`src/rtl/cpu_pkg.sv`:
```
// Shared core-wide constants: bus widths, bubble encoding, opcodes and the fetch state enum.
package cpu_pkg;

    localparam int ADDR_W = 8;
    localparam int DATA_W = 32;

    localparam logic [DATA_W-1:0] NOP_INSTR = 32'h0000_0000;
    localparam logic [ADDR_W-1:0] RESET_PC  = '0;

    localparam logic [5:0] OP_ADD = 6'b000001;
    localparam logic [5:0] OP_SUB = 6'b000010;
    localparam logic [5:0] OP_AND = 6'b000011;
    localparam logic [5:0] OP_OR  = 6'b000100;
    localparam logic [5:0] OP_XOR = 6'b000101;
    localparam logic [5:0] OP_SLT = 6'b000110;
    localparam logic [5:0] OP_LW  = 6'b000111;
    localparam logic [5:0] OP_SW  = 6'b001000;
    localparam logic [5:0] OP_BEQ = 6'b001001;
    localparam logic [5:0] OP_BNE = 6'b001010;

    typedef enum logic {
        BOOT = 1'b0,
        RUN  = 1'b1
    } fetch_state_e;

endpackage

```
`src/rtl/if_stage_if.sv`:
```
// Fetch-stage bundle: hazard/execute controls, instruction-memory port and the IF/ID outputs.
interface if_stage_if
    import cpu_pkg::*;
();
    logic              stall;
    logic              flush;
    logic              redirect;
    logic [ADDR_W-1:0] redirect_target;
    logic [ADDR_W-1:0] address;
    logic [DATA_W-1:0] instr;
    logic [DATA_W-1:0] ifid_instr;
    logic [ADDR_W-1:0] ifid_pcplus4;
    logic              ifid_valid;

    modport master (
        input  stall, flush, redirect, redirect_target, instr,
        output address, ifid_instr, ifid_pcplus4, ifid_valid
    );

    modport slave (
        output stall, flush, redirect, redirect_target, instr,
        input  address, ifid_instr, ifid_pcplus4, ifid_valid
    );
endinterface

```
`src/rtl/if_stage.sv`:
```
// Instruction fetch: PC register, combinational imem address, IF/ID capture; 1-cycle fetch latency.
// Stall freezes PC and IF/ID; redirect costs one bubble and overrides stall/flush.
module if_stage
    import cpu_pkg::*;
#(
    parameter logic [ADDR_W-1:0] RST_PC   = RESET_PC,
    parameter logic [DATA_W-1:0] NOP_WORD = NOP_INSTR
) (
    input  logic            clk,
    input  logic            rst_n,
    if_stage_if.master      bus
);

    fetch_state_e      state, state_nxt;
    logic [ADDR_W-1:0] pc, pc_nxt, pc_plus4, target_aligned;
    logic              ifid_load, ifid_clr;

    assign pc_plus4       = pc + ADDR_W'(4);
    assign target_aligned = bus.redirect_target & ~ADDR_W'(3);
    assign bus.address    = pc;

    always_ff @(posedge clk or negedge rst_n) begin
        if (!rst_n) state <= BOOT;
        else        state <= state_nxt;
    end

    always_comb begin
        state_nxt = state;
        pc_nxt    = pc;
        ifid_load = 1'b0;
        ifid_clr  = 1'b0;
        unique case (state)
            BOOT: begin
                // Inputs are ignored for one cycle so the first fetch is always RST_PC.
                state_nxt = RUN;
                ifid_clr  = 1'b1;
            end
            RUN: begin
                if (bus.redirect) begin
                    pc_nxt   = target_aligned;
                    ifid_clr = 1'b1;
                end else if (bus.stall) begin
                    ifid_clr = bus.flush;
                end else if (bus.flush) begin
                    pc_nxt   = pc_plus4;
                    ifid_clr = 1'b1;
                end else begin
                    pc_nxt    = pc_plus4;
                    ifid_load = 1'b1;
                end
            end
            default: state_nxt = BOOT;
        endcase
    end

    always_ff @(posedge clk or negedge rst_n) begin
        if (!rst_n) pc <= RST_PC;
        else        pc <= pc_nxt;
    end

    // Holding is the implicit else: neither load nor clear leaves IF/ID untouched.
    always_ff @(posedge clk or negedge rst_n) begin
        if (!rst_n) begin
            bus.ifid_instr   <= NOP_WORD;
            bus.ifid_pcplus4 <= '0;
            bus.ifid_valid   <= 1'b0;
        end else if (ifid_clr) begin
            bus.ifid_instr   <= NOP_WORD;
            bus.ifid_pcplus4 <= '0;
            bus.ifid_valid   <= 1'b0;
        end else if (ifid_load) begin
            bus.ifid_instr   <= bus.instr;
            bus.ifid_pcplus4 <= pc_plus4;
            bus.ifid_valid   <= 1'b1;
        end
    end

endmodule

```
`src/flat_wrapper.sv`:
```
// flat-port wrapper written by rule: the top's interface ports become plain ports
module if_stage_flat import cpu_pkg::*;
#(
    parameter logic [ADDR_W-1:0] RST_PC   = RESET_PC,
    parameter logic [DATA_W-1:0] NOP_WORD = NOP_INSTR
)
  (clk, rst_n, bus_stall, bus_flush, bus_redirect, bus_redirect_target, bus_instr, bus_address, bus_ifid_instr, bus_ifid_pcplus4, bus_ifid_valid);
  if_stage_if bus_i ();
  input  logic clk;
  input  logic rst_n;
  input wire logic [$bits(bus_i.stall)-1:0] bus_stall;
  input wire logic [$bits(bus_i.flush)-1:0] bus_flush;
  input wire logic [$bits(bus_i.redirect)-1:0] bus_redirect;
  input wire logic [$bits(bus_i.redirect_target)-1:0] bus_redirect_target;
  input wire logic [$bits(bus_i.instr)-1:0] bus_instr;
  output wire logic [$bits(bus_i.address)-1:0] bus_address;
  output wire logic [$bits(bus_i.ifid_instr)-1:0] bus_ifid_instr;
  output wire logic [$bits(bus_i.ifid_pcplus4)-1:0] bus_ifid_pcplus4;
  output wire logic [$bits(bus_i.ifid_valid)-1:0] bus_ifid_valid;
  assign bus_i.stall = bus_stall;
  assign bus_i.flush = bus_flush;
  assign bus_i.redirect = bus_redirect;
  assign bus_i.redirect_target = bus_redirect_target;
  assign bus_i.instr = bus_instr;
  assign bus_address = bus_i.address;
  assign bus_ifid_instr = bus_i.ifid_instr;
  assign bus_ifid_pcplus4 = bus_i.ifid_pcplus4;
  assign bus_ifid_valid = bus_i.ifid_valid;
  if_stage #(.RST_PC(RST_PC), .NOP_WORD(NOP_WORD)) u_core (.clk(clk), .rst_n(rst_n), .bus(bus_i));
endmodule
```
`config.mk`:
```
export PLATFORM = sky130hd
export DESIGN_NAME = if_stage_flat
export DESIGN_NICKNAME = d
export VERILOG_FILES = /design/src/rtl/cpu_pkg.sv /design/src/rtl/if_stage_if.sv /design/src/rtl/if_stage.sv /design/src/flat_wrapper.sv
export SDC_FILE = /design/constraint.sdc
export NUM_CORES = 1
export LEC_CHECK = 0
export ABC_AREA = 1
export BUFFER_PORTS_ARGS = -buffer_cell sky130_fd_sc_hd__buf_2
export CORE_ASPECT_RATIO = 1.1
export CORE_MARGIN = 2
export CORE_UTILIZATION = 49
export DETAILED_ROUTE_END_ITERATION = 8
export MAX_ROUTING_LAYER = met4
export PLACE_DENSITY = 0.85
export SKIP_LAST_GASP = 1
export SYNTH_ARGS = -nofsm -noshare
export SYNTH_HDL_FRONTEND = slang
export SYNTH_SLANG_ARGS = --single-unit
```
`constraint.sdc`:
```
create_clock -name clk -period 1.9 [get_ports clk]
set_clock_uncertainty 0.15 [all_clocks]
set_input_delay 0.285 -clock clk [delete_from_list [all_inputs] [get_ports clk]]
set_output_delay 0.285 -clock clk [all_outputs]
set_load 0.01 [all_outputs]
```
==> metrics.csv <==
stage;metric;value;unit
run_status;outcome;finished, final reports clean;
power_and_ir_drop;Power Density;744;nW/um^2
floorplan;Die H;70.1;um
setup_path;Startpoint Class;register;
cts;CTS sink count;46;
route;DRT iter0 DRCs;108;
finish;fraction of layout cells with a size suffix above 1;0.318;
timing;Peak Freq;725;MHz
route;routed length per instance;11.2;um
global_routing;initial antenna violation count;0;
placed_design;dpl hpwl;3080;um
job;MaxCap Viol Count;0;
route;first-pass iteration count of the detailed router;5;
global_routing;largest net degree at the start of global routing;27;
route;DRC;0;
placed_design;Post-Place Setup Slack;0.391;ns
route;met3 wire len;263;um
setup_path;r2r endpoint;u_core.bus.ifid_instr[19];
cts;number of H-tree levels;2;
min_path;WHS Path Cells;3;
floorplan;Initial Utilization;0.499;
setup_path;CP arrival;1.46;ns
setup_path;critical setup path kind;reg2reg;
timing;Fin Hold WS;0.0443;ns
timing;minimum clock period;1.38;ns
cts;clock tree buffer depth;2;
setup_path;critical path capture point type;register;
cts;TritonCTS buffer count;5;
cts;CTS tree;done;
finish;Syn-to-layout area delta;29.0;%
route;met1 WL;1710;um
min_path;Hold Crit Start;bus_instr[21];
route;final antenna-violating net count;0;
route;highest metal used;met4;
setup_path;largest fanout on the critical path;20;
setup_path;Crit path required time;1.98;ns
timing;max-slew violations;0;
global_routing;Total GRT Usage;0.200;
placed_design;gpl congestion;0.919;
min_path;worst min path class;in2reg;
yosys;register bit count reported by yosys;46;
setup_path;R2R Path Start;u_core.state;
timing;setup tns final;0;ns
floorplan;num rows;24;
cts;Clock Root Buffer;clkbuf_8;
cts;Worst-path clk slew;0.08;ns
floorplan;Core Area;3900;sq um
setup_path;FF-to-FF path depth;7;
yosys;register area share after synthesis;0.591;
yosys;Netlist cell types;20;
route;Vias per Instance;4.63;
yosys;cell count after synthesis;229;
route;final WL;4170;um
global_routing;vias in the first global route;1541;
setup_path;R2R setup slack;0.52;ns
timing;Final period util;0.726;
finish;nets;367;
yosys;Post-Syn Area;1950;sq um
power_and_ir_drop;Leak Pwr;1.57;nW
min_path;Hold Crit Endpoint;u_core.bus.ifid_instr[21];
global_routing;grt total ovfl;0;
timing;RSZ-0062 raised after global routing;false;
power_and_ir_drop;Peak supply drop;0.394;mV
finish;diodes inserted;0;
timing;final setup vio count;0;
route;met2 wire len;2130;um
floorplan;IO Count;94;
floorplan;Die W;64.1;um
cts;clock latency on the worst-skew pair;0.28;ns
timing;setup ws final;0.522;ns
route;total number of vias;1728;
timing;Final Hold Vio Count;0;
global_routing;first-pass GRT wire length;6810;um
yosys;Synth Area per Inst;8.51;sq um
placed_design;# port buffers;87;
floorplan;die footprint;4500;sq um
yosys;warnings from Yosys;0;
## final cells by class
| cell class | instances | area (sq um) |
|---|---|---|
| multi-input cells | 165 | 683 |
| flip-flops and latches | 46 | 1150 |
| clock inverters | 1 | 7.51 |
| fillers | 342 | 1390 |
| repair buffers | 93 | 495 |
| well taps | 52 | 65.1 |
| inverters | 10 | 37.5 |
| clock buffers | 6 | 72.6 |
## worst max path at each step
stage	startpoint	to	slack (ns)	depth (start not counted)
2_1_floorplan	u_core.state	u_core.bus.ifid_pcplus4[4]	0.58	7
3_5_place_dp	bus_redirect	u_core.bus.ifid_instr[19]	0.39	7
6_report	u_core.state	u_core.bus.ifid_instr[19]	0.52	7
3_3_place_gp	bus_redirect	u_core.bus.ifid_pcplus4[5]	0.42	7
4_1_cts	u_core.state	u_core.bus.ifid_instr[19]	0.49	7
5_1_grt	u_core.state	u_core.bus.ifid_instr[18]	0.36	7
## through the flow
step                total power [mW]   util  std cells  cell area [sq um]
CTS                             1.90  0.644        373               2510
detailed placement              1.34  0.621        365               2420
finish                          1.87  0.644        373               2510
global route                    1.98  0.644        373               2510
floorplan                       1.21      -        232               1960
global placement                1.33  0.621        365               2420
## cell usage after synthesis
master	number	area share
nand2_1	129	0.25
dfrtp_1	46	0.59
nor2_1	10	0.019
buf_4	8	0.031
inv_1	8	0.015
o21ai_0	8	0.021
nand3_1	4	0.010
buf_6	2	0.012
conb_1	2	0.0039
xor2_1	2	0.0090
a21oi_4	1	0.0084
a31oi_1	1	0.0032
buf_2	1	0.0026
clkinv_1	1	0.0019
ha_1	1	0.0064
inv_2	1	0.0019
nand4_1	1	0.0032
nor2_2	1	0.0032
nor3_2	1	0.0051
o21bai_1	1	0.0039
## cells by family after synthesis
group / count (synthesis) / share of synthesized area
adders and majority gates: 1 / 0.00642
DFF: 46 / 0.591
xor gates and xnor gates: 2 / 0.00899
buffers and inverters: 21 / 0.0642
AOI/OAI and AO/OA: 11 / 0.0360
and+or+nand+nor: 146 / 0.290
other: 2 / 0.00386
## power by group
| group | internal [mW] | switching, mW | total [mW] | leakage (nW) |
|---|---|---|---|---|
| Combinational | 0.109 | 0.150 | 0.259 | 0.907 |
| Clock | 0.252 | 0.298 | 0.550 | 0.0373 |
| Sequential | 1.02 | 0.0428 | 1.06 | 0.624 |
| Total | 1.38 | 0.491 | 1.87 | 1.57 |
## timing repair
| action | CTS | global route |
|---|---|---|
| buffers inserted | 0 | 0 |
| hold buffers | 1 | 0 |
| endpoints found under the hold margin | 20 | 0 |
| gates resized for setup | 0 | 0 |
## cells in the final DEF, fill, tap and decap left out
cell type,netlist,routed
nand2_1,129,129
buf_4,8,4
inv_1,8,8
nor2_1,10,10
o21bai_1,1,1
conb_1,2,5
clkbuf_8,0,5
buf_12,0,1
nand3_1,4,4
ha_1,1,1
inv_2,1,1
nor3_2,1,1
nand4_1,1,1
buf_2,1,87
dlygate4sd3_1,0,1
dfrtp_1,46,46
xor2_1,2,2
clkinv_1,1,1
a31oi_1,1,1
nor2_2,1,1
clkinvlp_4,0,1
a21oi_4,1,1
o21ai_0,8,8
clkbuf_1,0,1
## sequential cells by signal, indices dropped and copies added (netlist names)
name	flops
u_core.bus.address	6
u_core.bus.ifid_instr	32
u_core.bus.ifid_pcplus4	6
u_core.bus.ifid_valid	1
u_core.state	1
## critical path, cell delays in order (launching register included)
cell and delay (ns):
dfrtp_1 0.34, inv_1 0.07, nor3_2 0.17, nand2_1 0.12, clkinv_1 0.07, buf_4 0.22
nand2_1 0.09, nand2_1 0.08
## per-layer routing
layer	vias to the layer above	GRT usage
met5	-	-
met4	0	0.0780
met3	4	0.0322
met2	72	0.344
met1	782	0.235
li1	870	-
(Power assumes the default switching activity.)
